### src/rtl/operand_collector_if.sv
// -----------------------------------------------------------------------------
// operand_collector_if
// Purpose : Bundles the decoder-side request, the operand sources and the
//           ALU-side results of the operand collector.
// Modports:
//   master - instruction decoder / operand sources (drives requests and data)
//   slave  - operand_collector (drives readiness, data to ALU, pops, status)
// Signals :
//   inst_valid, src_ns, src_index            decoded instruction
//   bram_data/bram_v, interim_data/_v        pulse-valid operand sources
//   {pe,pu}_neigh_*, {pe,gb}_bus_*           held operand registers
//   src_data, src_v, inst_fire, inst_stall   collector results
//   *_pop, stall_cnt, hang                   pops and stall tracking
// -----------------------------------------------------------------------------
interface operand_collector_if #(
    parameter int unsigned NUM_SRC   = 3,
    parameter int unsigned INDEX_LEN = 8,
    parameter int unsigned DATA_W    = 16,
    parameter int unsigned CNT_W     = 8
);
    logic                           inst_valid;
    logic [3*NUM_SRC-1:0]           src_ns;
    logic [INDEX_LEN*NUM_SRC-1:0]   src_index;
    logic [DATA_W*NUM_SRC-1:0]      bram_data;
    logic [NUM_SRC-1:0]             bram_v;
    logic [DATA_W-1:0]              interim_data;
    logic                           interim_v;
    logic [DATA_W-1:0]              pe_neigh_data;
    logic                           pe_neigh_v;
    logic [DATA_W-1:0]              pu_neigh_data;
    logic                           pu_neigh_v;
    logic [DATA_W-1:0]              pe_bus_data;
    logic                           pe_bus_v;
    logic [DATA_W-1:0]              gb_bus_data;
    logic                           gb_bus_v;

    logic [DATA_W*NUM_SRC-1:0]      src_data;
    logic [NUM_SRC-1:0]             src_v;
    logic                           inst_fire;
    logic                           inst_stall;
    logic                           pe_neigh_pop;
    logic                           pu_neigh_pop;
    logic                           pe_bus_pop;
    logic                           gb_bus_pop;
    logic [CNT_W-1:0]               stall_cnt;
    logic                           hang;

    modport master (
        output inst_valid, src_ns, src_index, bram_data, bram_v,
               interim_data, interim_v, pe_neigh_data, pe_neigh_v,
               pu_neigh_data, pu_neigh_v, pe_bus_data, pe_bus_v,
               gb_bus_data, gb_bus_v,
        input  src_data, src_v, inst_fire, inst_stall, pe_neigh_pop,
               pu_neigh_pop, pe_bus_pop, gb_bus_pop, stall_cnt, hang
    );

    modport slave (
        input  inst_valid, src_ns, src_index, bram_data, bram_v,
               interim_data, interim_v, pe_neigh_data, pe_neigh_v,
               pu_neigh_data, pu_neigh_v, pe_bus_data, pe_bus_v,
               gb_bus_data, gb_bus_v,
        output src_data, src_v, inst_fire, inst_stall, pe_neigh_pop,
               pu_neigh_pop, pe_bus_pop, gb_bus_pop, stall_cnt, hang
    );
endinterface

### src/rtl/operand_collector.sv
// -----------------------------------------------------------------------------
// operand_collector
// Purpose : Per-PE operand readiness between decoder and ALU. Latches early
//           pulse-valid operands (BRAM, INTERIM), reads held registers
//           (NEIGHBOR, BUS) live, fires the instruction in the cycle the last
//           operand is present, pops referenced held registers on fire and
//           tracks stall duration with a sticky hang flag.
// Ports   :
//   clk    - clock
//   reset  - synchronous active-high reset
//   io     - operand_collector_if.slave (decoder, sources, ALU side)
// -----------------------------------------------------------------------------
module operand_collector #(
    parameter int unsigned NUM_SRC   = 3,
    parameter int unsigned INDEX_LEN = 8,
    parameter int unsigned DATA_W    = 16,
    parameter int unsigned CNT_W     = 8,
    parameter int unsigned TIMEOUT   = 200
) (
    input  logic               clk,
    input  logic               reset,
    operand_collector_if.slave io
);
    localparam int unsigned NS_W = 3;
    localparam logic [NS_W-1:0] NS_BRAM     = 3'd1;
    localparam logic [NS_W-1:0] NS_INTERIM  = 3'd2;
    localparam logic [NS_W-1:0] NS_NEIGHBOR = 3'd3;
    localparam logic [NS_W-1:0] NS_BUS      = 3'd4;
    localparam int unsigned TIMEOUT_LAST = (TIMEOUT == 0) ? 0 : TIMEOUT - 1;

    typedef enum logic [1:0] {
        ST_IDLE = 2'd0,
        ST_WAIT = 2'd1,
        ST_HANG = 2'd2
    } state_e;

    state_e             state_q, state_d;

    logic [NUM_SRC-1:0] live_v;
    logic [NUM_SRC-1:0] pulse_ns;
    logic [NUM_SRC-1:0] none_ns;
    logic [DATA_W-1:0]  live_data [NUM_SRC];
    logic [NUM_SRC-1:0] src_v_c;

    logic [NUM_SRC-1:0] cap_q, cap_d;
    logic [DATA_W-1:0]  capreg_q [NUM_SRC];
    logic [DATA_W-1:0]  capreg_d [NUM_SRC];
    logic [CNT_W-1:0]   stall_cnt_q, stall_cnt_d;

    logic ref_pe_neigh, ref_pu_neigh, ref_pe_bus, ref_gb_bus;
    logic inst_fire_c, inst_stall_c, hang_hit_c, hang_c;

    // Namespace decode: live valid/data per source and held-register references.
    always_comb begin
        live_v       = '0;
        pulse_ns     = '0;
        none_ns      = '0;
        ref_pe_neigh = 1'b0;
        ref_pu_neigh = 1'b0;
        ref_pe_bus   = 1'b0;
        ref_gb_bus   = 1'b0;
        for (int i = 0; i < int'(NUM_SRC); i++) begin
            live_data[i] = '0;
            case (io.src_ns[i*NS_W +: NS_W])
                NS_BRAM: begin
                    pulse_ns[i]  = 1'b1;
                    live_v[i]    = io.bram_v[i];
                    live_data[i] = io.bram_data[i*DATA_W +: DATA_W];
                end
                NS_INTERIM: begin
                    pulse_ns[i]  = 1'b1;
                    live_v[i]    = io.interim_v;
                    live_data[i] = io.interim_data;
                end
                NS_NEIGHBOR: begin
                    if (io.src_index[i*INDEX_LEN]) begin
                        live_v[i]    = io.pu_neigh_v;
                        live_data[i] = io.pu_neigh_data;
                        ref_pu_neigh = 1'b1;
                    end else begin
                        live_v[i]    = io.pe_neigh_v;
                        live_data[i] = io.pe_neigh_data;
                        ref_pe_neigh = 1'b1;
                    end
                end
                NS_BUS: begin
                    if (io.src_index[i*INDEX_LEN]) begin
                        live_v[i]    = io.gb_bus_v;
                        live_data[i] = io.gb_bus_data;
                        ref_gb_bus   = 1'b1;
                    end else begin
                        live_v[i]    = io.pe_bus_v;
                        live_data[i] = io.pe_bus_data;
                        ref_pe_bus   = 1'b1;
                    end
                end
                // Codes 0 and 5-7 need no operand.
                default: none_ns[i] = 1'b1;
            endcase
        end
    end

    // Readiness and operand mux: captured value wins over the live source.
    always_comb begin
        src_v_c     = '0;
        io.src_data = '0;
        for (int i = 0; i < int'(NUM_SRC); i++) begin
            src_v_c[i] = io.inst_valid && (none_ns[i] || cap_q[i] || live_v[i]);
            io.src_data[i*DATA_W +: DATA_W] = cap_q[i] ? capreg_q[i] : live_data[i];
        end
    end

    assign inst_fire_c  = io.inst_valid && (&src_v_c);
    assign inst_stall_c = io.inst_valid && !inst_fire_c;

    assign io.src_v        = src_v_c;
    assign io.inst_fire    = inst_fire_c;
    assign io.inst_stall   = inst_stall_c;
    assign io.pe_neigh_pop = inst_fire_c && ref_pe_neigh;
    assign io.pu_neigh_pop = inst_fire_c && ref_pu_neigh;
    assign io.pe_bus_pop   = inst_fire_c && ref_pe_bus;
    assign io.gb_bus_pop   = inst_fire_c && ref_gb_bus;
    assign io.stall_cnt    = stall_cnt_q;
    assign io.hang         = hang_c;

    // Capture next-state: fire or withdraw flushes; otherwise latch new pulses.
    always_comb begin
        cap_d    = cap_q;
        capreg_d = capreg_q;
        if (!io.inst_valid || inst_fire_c) begin
            cap_d = '0;
        end else begin
            for (int i = 0; i < int'(NUM_SRC); i++) begin
                if (pulse_ns[i] && live_v[i] && !cap_q[i]) begin
                    cap_d[i]    = 1'b1;
                    capreg_d[i] = live_data[i];
                end
            end
        end
    end

    // Any non-stall cycle (fire or withdraw) restarts the count; saturates.
    assign stall_cnt_d = !inst_stall_c     ? '0 :
                         (&stall_cnt_q)    ? stall_cnt_q :
                                             stall_cnt_q + CNT_W'(1);

    assign hang_hit_c = (TIMEOUT != 0) && inst_stall_c &&
                        (32'(stall_cnt_q) >= TIMEOUT_LAST);

    // Capture and stall-count registers.
    always_ff @(posedge clk) begin
        if (reset) begin
            cap_q       <= '0;
            stall_cnt_q <= '0;
            for (int i = 0; i < int'(NUM_SRC); i++) begin
                capreg_q[i] <= '0;
            end
        end else begin
            cap_q       <= cap_d;
            stall_cnt_q <= stall_cnt_d;
            capreg_q    <= capreg_d;
        end
    end

    // FSM state register.
    always_ff @(posedge clk) begin
        if (reset) begin
            state_q <= ST_IDLE;
        end else begin
            state_q <= state_d;
        end
    end

    // FSM next state; HANG is left only through reset.
    always_comb begin
        state_d = state_q;
        case (state_q)
            ST_IDLE: begin
                if (hang_hit_c) begin
                    state_d = ST_HANG;
                end else if (inst_stall_c) begin
                    state_d = ST_WAIT;
                end
            end
            ST_WAIT: begin
                if (hang_hit_c) begin
                    state_d = ST_HANG;
                end else if (inst_fire_c || !io.inst_valid) begin
                    state_d = ST_IDLE;
                end
            end
            ST_HANG: state_d = ST_HANG;
            default: state_d = ST_IDLE;
        endcase
    end

    // FSM outputs.
    always_comb begin
        hang_c = 1'b0;
        if (state_q == ST_HANG) begin
            hang_c = 1'b1;
        end
    end
endmodule

### src/flat_wrapper.sv
// flat-port wrapper written by rule: the top's interface ports become plain ports
module operand_collector_flat 
#(
    parameter int unsigned NUM_SRC   = 3,
    parameter int unsigned INDEX_LEN = 8,
    parameter int unsigned DATA_W    = 16,
    parameter int unsigned CNT_W     = 8,
    parameter int unsigned TIMEOUT   = 200
)
  (clk, reset, io_inst_valid, io_src_ns, io_src_index, io_bram_data, io_bram_v, io_interim_data, io_interim_v, io_pe_neigh_data, io_pe_neigh_v, io_pu_neigh_data, io_pu_neigh_v, io_pe_bus_data, io_pe_bus_v, io_gb_bus_data, io_gb_bus_v, io_src_data, io_src_v, io_inst_fire, io_inst_stall, io_pe_neigh_pop, io_pu_neigh_pop, io_pe_bus_pop, io_gb_bus_pop, io_stall_cnt, io_hang);
  operand_collector_if #(.NUM_SRC(NUM_SRC), .INDEX_LEN(INDEX_LEN), .DATA_W(DATA_W), .CNT_W(CNT_W)) io_i ();
  input  logic clk;
  input  logic reset;
  input wire logic [$bits(io_i.inst_valid)-1:0] io_inst_valid;
  input wire logic [$bits(io_i.src_ns)-1:0] io_src_ns;
  input wire logic [$bits(io_i.src_index)-1:0] io_src_index;
  input wire logic [$bits(io_i.bram_data)-1:0] io_bram_data;
  input wire logic [$bits(io_i.bram_v)-1:0] io_bram_v;
  input wire logic [$bits(io_i.interim_data)-1:0] io_interim_data;
  input wire logic [$bits(io_i.interim_v)-1:0] io_interim_v;
  input wire logic [$bits(io_i.pe_neigh_data)-1:0] io_pe_neigh_data;
  input wire logic [$bits(io_i.pe_neigh_v)-1:0] io_pe_neigh_v;
  input wire logic [$bits(io_i.pu_neigh_data)-1:0] io_pu_neigh_data;
  input wire logic [$bits(io_i.pu_neigh_v)-1:0] io_pu_neigh_v;
  input wire logic [$bits(io_i.pe_bus_data)-1:0] io_pe_bus_data;
  input wire logic [$bits(io_i.pe_bus_v)-1:0] io_pe_bus_v;
  input wire logic [$bits(io_i.gb_bus_data)-1:0] io_gb_bus_data;
  input wire logic [$bits(io_i.gb_bus_v)-1:0] io_gb_bus_v;
  output wire logic [$bits(io_i.src_data)-1:0] io_src_data;
  output wire logic [$bits(io_i.src_v)-1:0] io_src_v;
  output wire logic [$bits(io_i.inst_fire)-1:0] io_inst_fire;
  output wire logic [$bits(io_i.inst_stall)-1:0] io_inst_stall;
  output wire logic [$bits(io_i.pe_neigh_pop)-1:0] io_pe_neigh_pop;
  output wire logic [$bits(io_i.pu_neigh_pop)-1:0] io_pu_neigh_pop;
  output wire logic [$bits(io_i.pe_bus_pop)-1:0] io_pe_bus_pop;
  output wire logic [$bits(io_i.gb_bus_pop)-1:0] io_gb_bus_pop;
  output wire logic [$bits(io_i.stall_cnt)-1:0] io_stall_cnt;
  output wire logic [$bits(io_i.hang)-1:0] io_hang;
  assign io_i.inst_valid = io_inst_valid;
  assign io_i.src_ns = io_src_ns;
  assign io_i.src_index = io_src_index;
  assign io_i.bram_data = io_bram_data;
  assign io_i.bram_v = io_bram_v;
  assign io_i.interim_data = io_interim_data;
  assign io_i.interim_v = io_interim_v;
  assign io_i.pe_neigh_data = io_pe_neigh_data;
  assign io_i.pe_neigh_v = io_pe_neigh_v;
  assign io_i.pu_neigh_data = io_pu_neigh_data;
  assign io_i.pu_neigh_v = io_pu_neigh_v;
  assign io_i.pe_bus_data = io_pe_bus_data;
  assign io_i.pe_bus_v = io_pe_bus_v;
  assign io_i.gb_bus_data = io_gb_bus_data;
  assign io_i.gb_bus_v = io_gb_bus_v;
  assign io_src_data = io_i.src_data;
  assign io_src_v = io_i.src_v;
  assign io_inst_fire = io_i.inst_fire;
  assign io_inst_stall = io_i.inst_stall;
  assign io_pe_neigh_pop = io_i.pe_neigh_pop;
  assign io_pu_neigh_pop = io_i.pu_neigh_pop;
  assign io_pe_bus_pop = io_i.pe_bus_pop;
  assign io_gb_bus_pop = io_i.gb_bus_pop;
  assign io_stall_cnt = io_i.stall_cnt;
  assign io_hang = io_i.hang;
  operand_collector #(.NUM_SRC(NUM_SRC), .INDEX_LEN(INDEX_LEN), .DATA_W(DATA_W), .CNT_W(CNT_W), .TIMEOUT(TIMEOUT)) u_core (.clk(clk), .reset(reset), .io(io_i));
endmodule
### config.mk
export PLATFORM = sky130hd
export DESIGN_NAME = operand_collector_flat
export DESIGN_NICKNAME = d
export VERILOG_FILES = /design/src/rtl/operand_collector_if.sv /design/src/rtl/operand_collector.sv /design/src/flat_wrapper.sv
export SDC_FILE = /design/constraint.sdc
export NUM_CORES = 1
export LEC_CHECK = 0
export BUFFER_PORTS_ARGS = -buffer_cell sky130_fd_sc_hd__buf_2
export CORE_MARGIN = 3
export CORE_UTILIZATION = 50
export CTS_CLUSTER_DIAMETER = 50
export DETAILED_ROUTE_END_ITERATION = 12
export GPL_TIMING_DRIVEN = 1
export PLACE_DENSITY = 0.81
export SYNTH_ARGS = -nofsm -noshare
export SYNTH_HDL_FRONTEND = slang
export SYNTH_SLANG_ARGS = --single-unit
### constraint.sdc
create_clock -name clk -period 8 [get_ports clk]
set_input_delay 1.6 -clock clk [delete_from_list [all_inputs] [get_ports clk]]
set_output_delay 1.6 -clock clk [all_outputs]
set_load 0.05 [all_outputs]
== After elaboration in Yosys (flattened, before gate mapping) ==
Index checks and enable logic that the tools add are counted.
W data, S select, Z words.

* Flip-flop bits (word level): 61
* Latch bits: 0
* RAM bits: 0
* ROM bits: 0
* Input bits: 172
* Output and inout port bits: 66
* Word-level logic and storage cells: 126
* Memories kept: 0

* $add $sub $neg: 1
* Multiply operators: 0
* Div/mod/pow operators: 0
* $lt $le $gt $ge: 1
* Eq/ne operators: 16
* Shifts and indexed selects: 0
* Multiplexer cells: 55
* Bitwise gates (word level): 2
* Reduce and logical (&&, ||, !) cells: 43

{| class="wikitable"
|+ Operators by type and width
! kind !! count
|-
| $pmux W16 S4 || 3
|-
| $mux W16 || 9
|-
| $mux W1 || 35
|-
| $eq A3 B2 Y1 const B || 6
|-
| $logic_and A1 B1 Y1 || 16
|-
| $pmux W1 S4 || 3
|-
| $reduce_or A4 Y1 || 3
|-
| $reduce_or A2 Y1 || 5
|-
| $eq A3 B1 Y1 const B || 3
|-
| $eq A3 B3 Y1 const B || 3
|-
| $add A8 B1 Y8 const B || 1
|-
| $ge A8 B8 Y1 const B || 1
|-
| $mux W2 || 4
|-
| $reduce_and A2 Y1 || 4
|-
| $reduce_and A8 Y1 || 1
|-
| $logic_or A1 B1 Y1 || 7
|-
| $pmux W2 S3 || 1
|-
| $logic_not A1 Y1 || 5
|-
| $ne A3 B1 Y1 const B || 1
|-
| $ne A3 B2 Y1 const B || 1
|-
| $reduce_and A3 Y1 || 1
|-
| $eq A2 B1 Y1 const B || 1
|-
| $eq A2 B2 Y1 const B || 1
|-
| $logic_not A2 Y1 || 1
|-
| $not A1 Y1 || 2
|}

== Depth between registers and ports, before layout ==
* Word-level depth: 13
* Depth in mapped cells: 8
* Gate-level depth less buffers: 6

== Worst setup path before layout ==
OpenSTA, ideal clock, no wires.

* Path kind: input port to output port
* Start: input port io_src_index[8]
* End: output port io_src_data[30]
* Data arrival time: 3.953 ns
* Data required time: 6.400 ns
* Path slack: 2.447 ns
* Stages: 6
* Buffers on the path: 2
* Cell sequence: buf_1 clkbuf_1 mux2i_1 o22ai_1 nor2_1 o21ai_0

* Longest elaborated chain between the ends: 3
* Elaborated cells on any way between the ends: 4
* Those cells by class: mux (4)

{| class="wikitable"
|+ Ends and longest elaborated chain
! what !! line !! RTL
|-
| start, declared || flat_wrapper.sv:16 || <nowiki>input wire logic [$bits(io_i.src_index)-1:0] io_src_index;</nowiki>
|-
| $mux W16 (on tied branches) || operand_collector.sv:87, operand_collector.sv:76 ||
|-
| $pmux W16 S4 (*) || operand_collector.sv:64 || <nowiki>case (io.src_ns[i*NS_W +: NS_W])</nowiki>
|-
| $mux W16 (*) || operand_collector.sv:109 || <nowiki>io.src_data[i*DATA_W +: DATA_W] = cap_q[i] ? capreg_q[i] : live_data[i];</nowiki>
|-
| end, declared || flat_wrapper.sv:29 || <nowiki>output wire logic [$bits(io_i.src_data)-1:0] io_src_data;</nowiki>
|}

Mark *: on every way between the ends. The rest lies on a longest branch, timed or not.

== Worst setup path in the final report ==
* Start: input port io_src_ns[0]
* End: output port io_src_data[13]

* Longest elaborated chain between the ends: 3
* Elaborated cells on any way between the ends: 6
* Those cells by class: eq/ne (4); mux (2)

{| class="wikitable"
|+ Ends and longest elaborated chain
! what !! line !! RTL
|-
| start, declared || flat_wrapper.sv:15 || <nowiki>input wire logic [$bits(io_i.src_ns)-1:0] io_src_ns;</nowiki>
|-
| $eq A3 B3 Y1, or another cell as far along || operand_collector.sv:64 ||
|-
| $pmux W16 S4 (*) || operand_collector.sv:64 ||
|-
| $mux W16 (*) || operand_collector.sv:109 ||
|}

Marks and branches as above.

==> metrics.txt <==
CP endpoint kind primary output; largest net degree at the start of global routing 59; Num CTS Buffers 9; DRT antenna net count 0; class of the worst hold path register to register; Placer Congestion approximately 0.98; status finished clean; vias in the first global route 6238; routed len/inst 20.8 um; Mapped Cells 761; syn_nets 934; Detailed Routing Iterations Pass 1 8; Clk network pwr share 0.410; CTS hold repair buffers 0; Synth Area per Inst about 7.6 sq um; critical path cell sequence buf_2 -> and3b_1 -> and2_1 -> a221oi_1 -> nand2_1 -> a22o_1 -> buf_2; grt total ovfl 0; worst skew pair latency 330 ps; final setup violation count 0; gr usage total 0.334; Max Freq 0.166 GHz; Logic pwr share 0.304; Final min period 6030 ps; WL final 22.4 mm; cell class contributing the biggest share of worst-path delay simple AND/OR/NAND/NOR gates; Sw Ratio 0.332; Final Instance Area between 7000 and 8000 sq um; Die Ht 113 um; # DRC 0; Num Clock Sinks 61; Root Driver clkbuf_16; Die X 113 um; Slew headroom 0.142; clock transition at the registers of the reported paths approximately 50 ps; Ports 238; Post-Syn Area approximately 5700 sq um; number of synthesized flops with an enable pin 0; RSZ-0062 raised after global routing no; Seq pwr share 0.286; post-CTS setup buffers 0; DIE AREA 12800 sq um; period utilisation layout 0.754; Pwr per Cell Area 151 nW/um^2; share of layout cells above drive strength 1 0.308; Final Max Tran Viols 0; Initial DRC Count 763; post-synthesis sequential area ratio 0.212; area grow syn2layout 24.9%; CTS H-tree lvls 3; port bufs ~220; Synth async-reset ratio 0; YS warnings 0; CP Launch Type input port; Vias 6769; crit path buf inv count 2; post-layout util 0.651; placed cell areas 6830 sq um; Final Hold Viols 0; global-route wire length before repair ~34 mm; CP max-delay cell and3b_1; Area contributors post-synth dfxtp_1, mux2i_1, a22o_1, nand2_1, nand3b_1; final setup TNS 0 ps; initial antenna violation count 3; core area roughly 11000 sq um; Leak Pwr 3.26 nW; CP required 6400 ps; Peak VDD IR around 0.14 mV; Final Skew 3.19 ps; Via-to-Cell Ratio 6.27; synth unique cells 54; Critical Path Max Stage Delay 770 ps; measured slew at the worst slew-check pin 1290 ps; row cnt 38; largest area contributor in the netlist dfxtp_1; Layout Nets 1106; Synth top area share 0.212; HPWL Detailed 16.4 mm; net switching power 0.361 mW; CTS tree built; Crit path top cell by count buf_2; Pint 0.724 mW; Yosys reg bits 61; WP data arrival roughly 4400 ps; crit path kind input port to primary output; worst-path maximum fanout roughly 40; most used flip-flop cell after synthesis dfxtp_1; Initial Utilization 0.521; clk buf depth 2; # Max-Cap Violations 0; post-CTS sizing 0
-- sequential cells by signal (all words and copies together) (netlist names) --
signal / count
u_core.io.stall_cnt: 8
u_core.state_q: 2
u_core.capreg_q: 48
u_core.cap_q: 3
-- final cells by class --
| class | instances | area (sq um) |
|---|---|---|
| Antenna cell | 1 | 2.50 |
| Clock buffer | 13 | 280 |
| Clock inverter | 3 | 65.1 |
| Fill cell | 998 | 3850 |
| Inverter | 13 | 48.8 |
| Multi-Input combinational cell | 622 | 4230 |
| Sequential cell | 61 | 1220 |
| Tap cell | 140 | 175 |
| Timing Repair Buffer | 226 | 1160 |
-- metrics by stage --
step / worst slack, ps / power, mW / cells / hold WS, ps
after floorplan: 2450 / 0.526 / 761 / 418
after global placement: 2070 / 0.636 / 1062 / 432
after detailed placement: 2050 / 0.640 / 1062 / 432
after CTS: 2050 / 1.08 / 1078 / 442
after global routing: 1840 / 1.12 / 1079 / 473
final: 1970 / 1.09 / 1079 / 446
-- cell usage after synthesis (all sizes together) (3+ instances only) --
library cell and count:
mux2 21, and2 3, nand3b 36, inv 13, a22o 35, xnor2 3
a221oi 18, mux2i 98, a21oi 41, a21o 18, or3b 3, clkbuf 53
nand3 5, a22oi 28, o22ai 36, dfxtp 61, o21bai 3, o21ai 49
nand2 80, buf 12, nor3 4, nor2 66, and3 3, nor2b 28
or2 15
-- path summary, 6_finish.rpt --
path,from,endpoint,slack [ps],cells after the start
hold / removal,u_core.state_q[1]$_SDFFE_PP0P_,u_core.state_q[0]$_SDFFE_PP0P_,450,1
hold reg to reg,u_core.state_q[1]$_SDFFE_PP0P_,u_core.state_q[0]$_SDFFE_PP0P_,450,1
setup / recovery,io_src_ns[0],io_src_data[13],1970,7
setup reg to reg,u_core.cap_q[1]$_SDFFE_PP0P_,u_core.capreg_q[46]$_SDFFE_PP0P_,5040,4
-- logic make-up after synthesis --
family | share of synthesized area
compound gates | 0.290
buf+inv | 0.0531
fa+ha+maj | 0.00218
flops | 0.212
simple gates | 0.224
xor+xnor | 0.00610
mux | 0.212
-- layout by cell type (no fill, tap or decap), drive strengths merged, types with 2 or more instances in the layout --
master	synthesis	layout
nor2	66	66
o21bai	3	3
xnor2	3	3
a22oi	28	28
nand4	2	2
buf	12	226
mux2i	98	98
o21ai	49	49
o21ba	2	2
and3	3	3
nand2	80	80
or3b	3	3
clkbuf	53	13
and2	3	3
a31oi	2	2
or2	15	15
a22o	35	35
nor2b	28	28
a211oi	2	2
a221oi	18	18
nand3	5	5
nand2b	2	2
a32o	2	2
nor3	4	4
mux2	21	21
o22ai	36	36
bufinv	0	2
nor3b	2	2
a21oi	41	41
nand3b	36	36
inv	13	13
a21o	18	18
dfxtp	61	61
-- worst register-to-register path: cells and delay by family, from the launching register on --
kind | cells | cell delay, ps
muxes | 1 | 400
DFF | 1 | 530
AOI/OAI and AO/OA | 2 | 1420
and+or+nand+nor | 1 | 500
-- power groups by stage --
stage / Clock, mW / Sequential, mW / Combinational (mW)
after floorplan: 0 / 0.317 / 0.209
after global placement: 0 / 0.317 / 0.319
after detailed placement: 0 / 0.317 / 0.323
after CTS: 0.449 / 0.311 / 0.324
after global routing: 0.461 / 0.311 / 0.349
final: 0.445 / 0.311 / 0.330
-- routing by layer --
| metal | GRT usage | part of all wire | vias up |
|---|---|---|---|
| met5 | 0 | 0.0014 | - |
| met4 | 0.171 | 0.051 | 4 |
| met3 | 0.0722 | 0.11 | 70 |
| met2 | 0.539 | 0.45 | 445 |
| met1 | 0.417 | 0.39 | 3097 |
| li1 | - | - | 3153 |
Note: power is estimated with default switching activity, not from simulation.
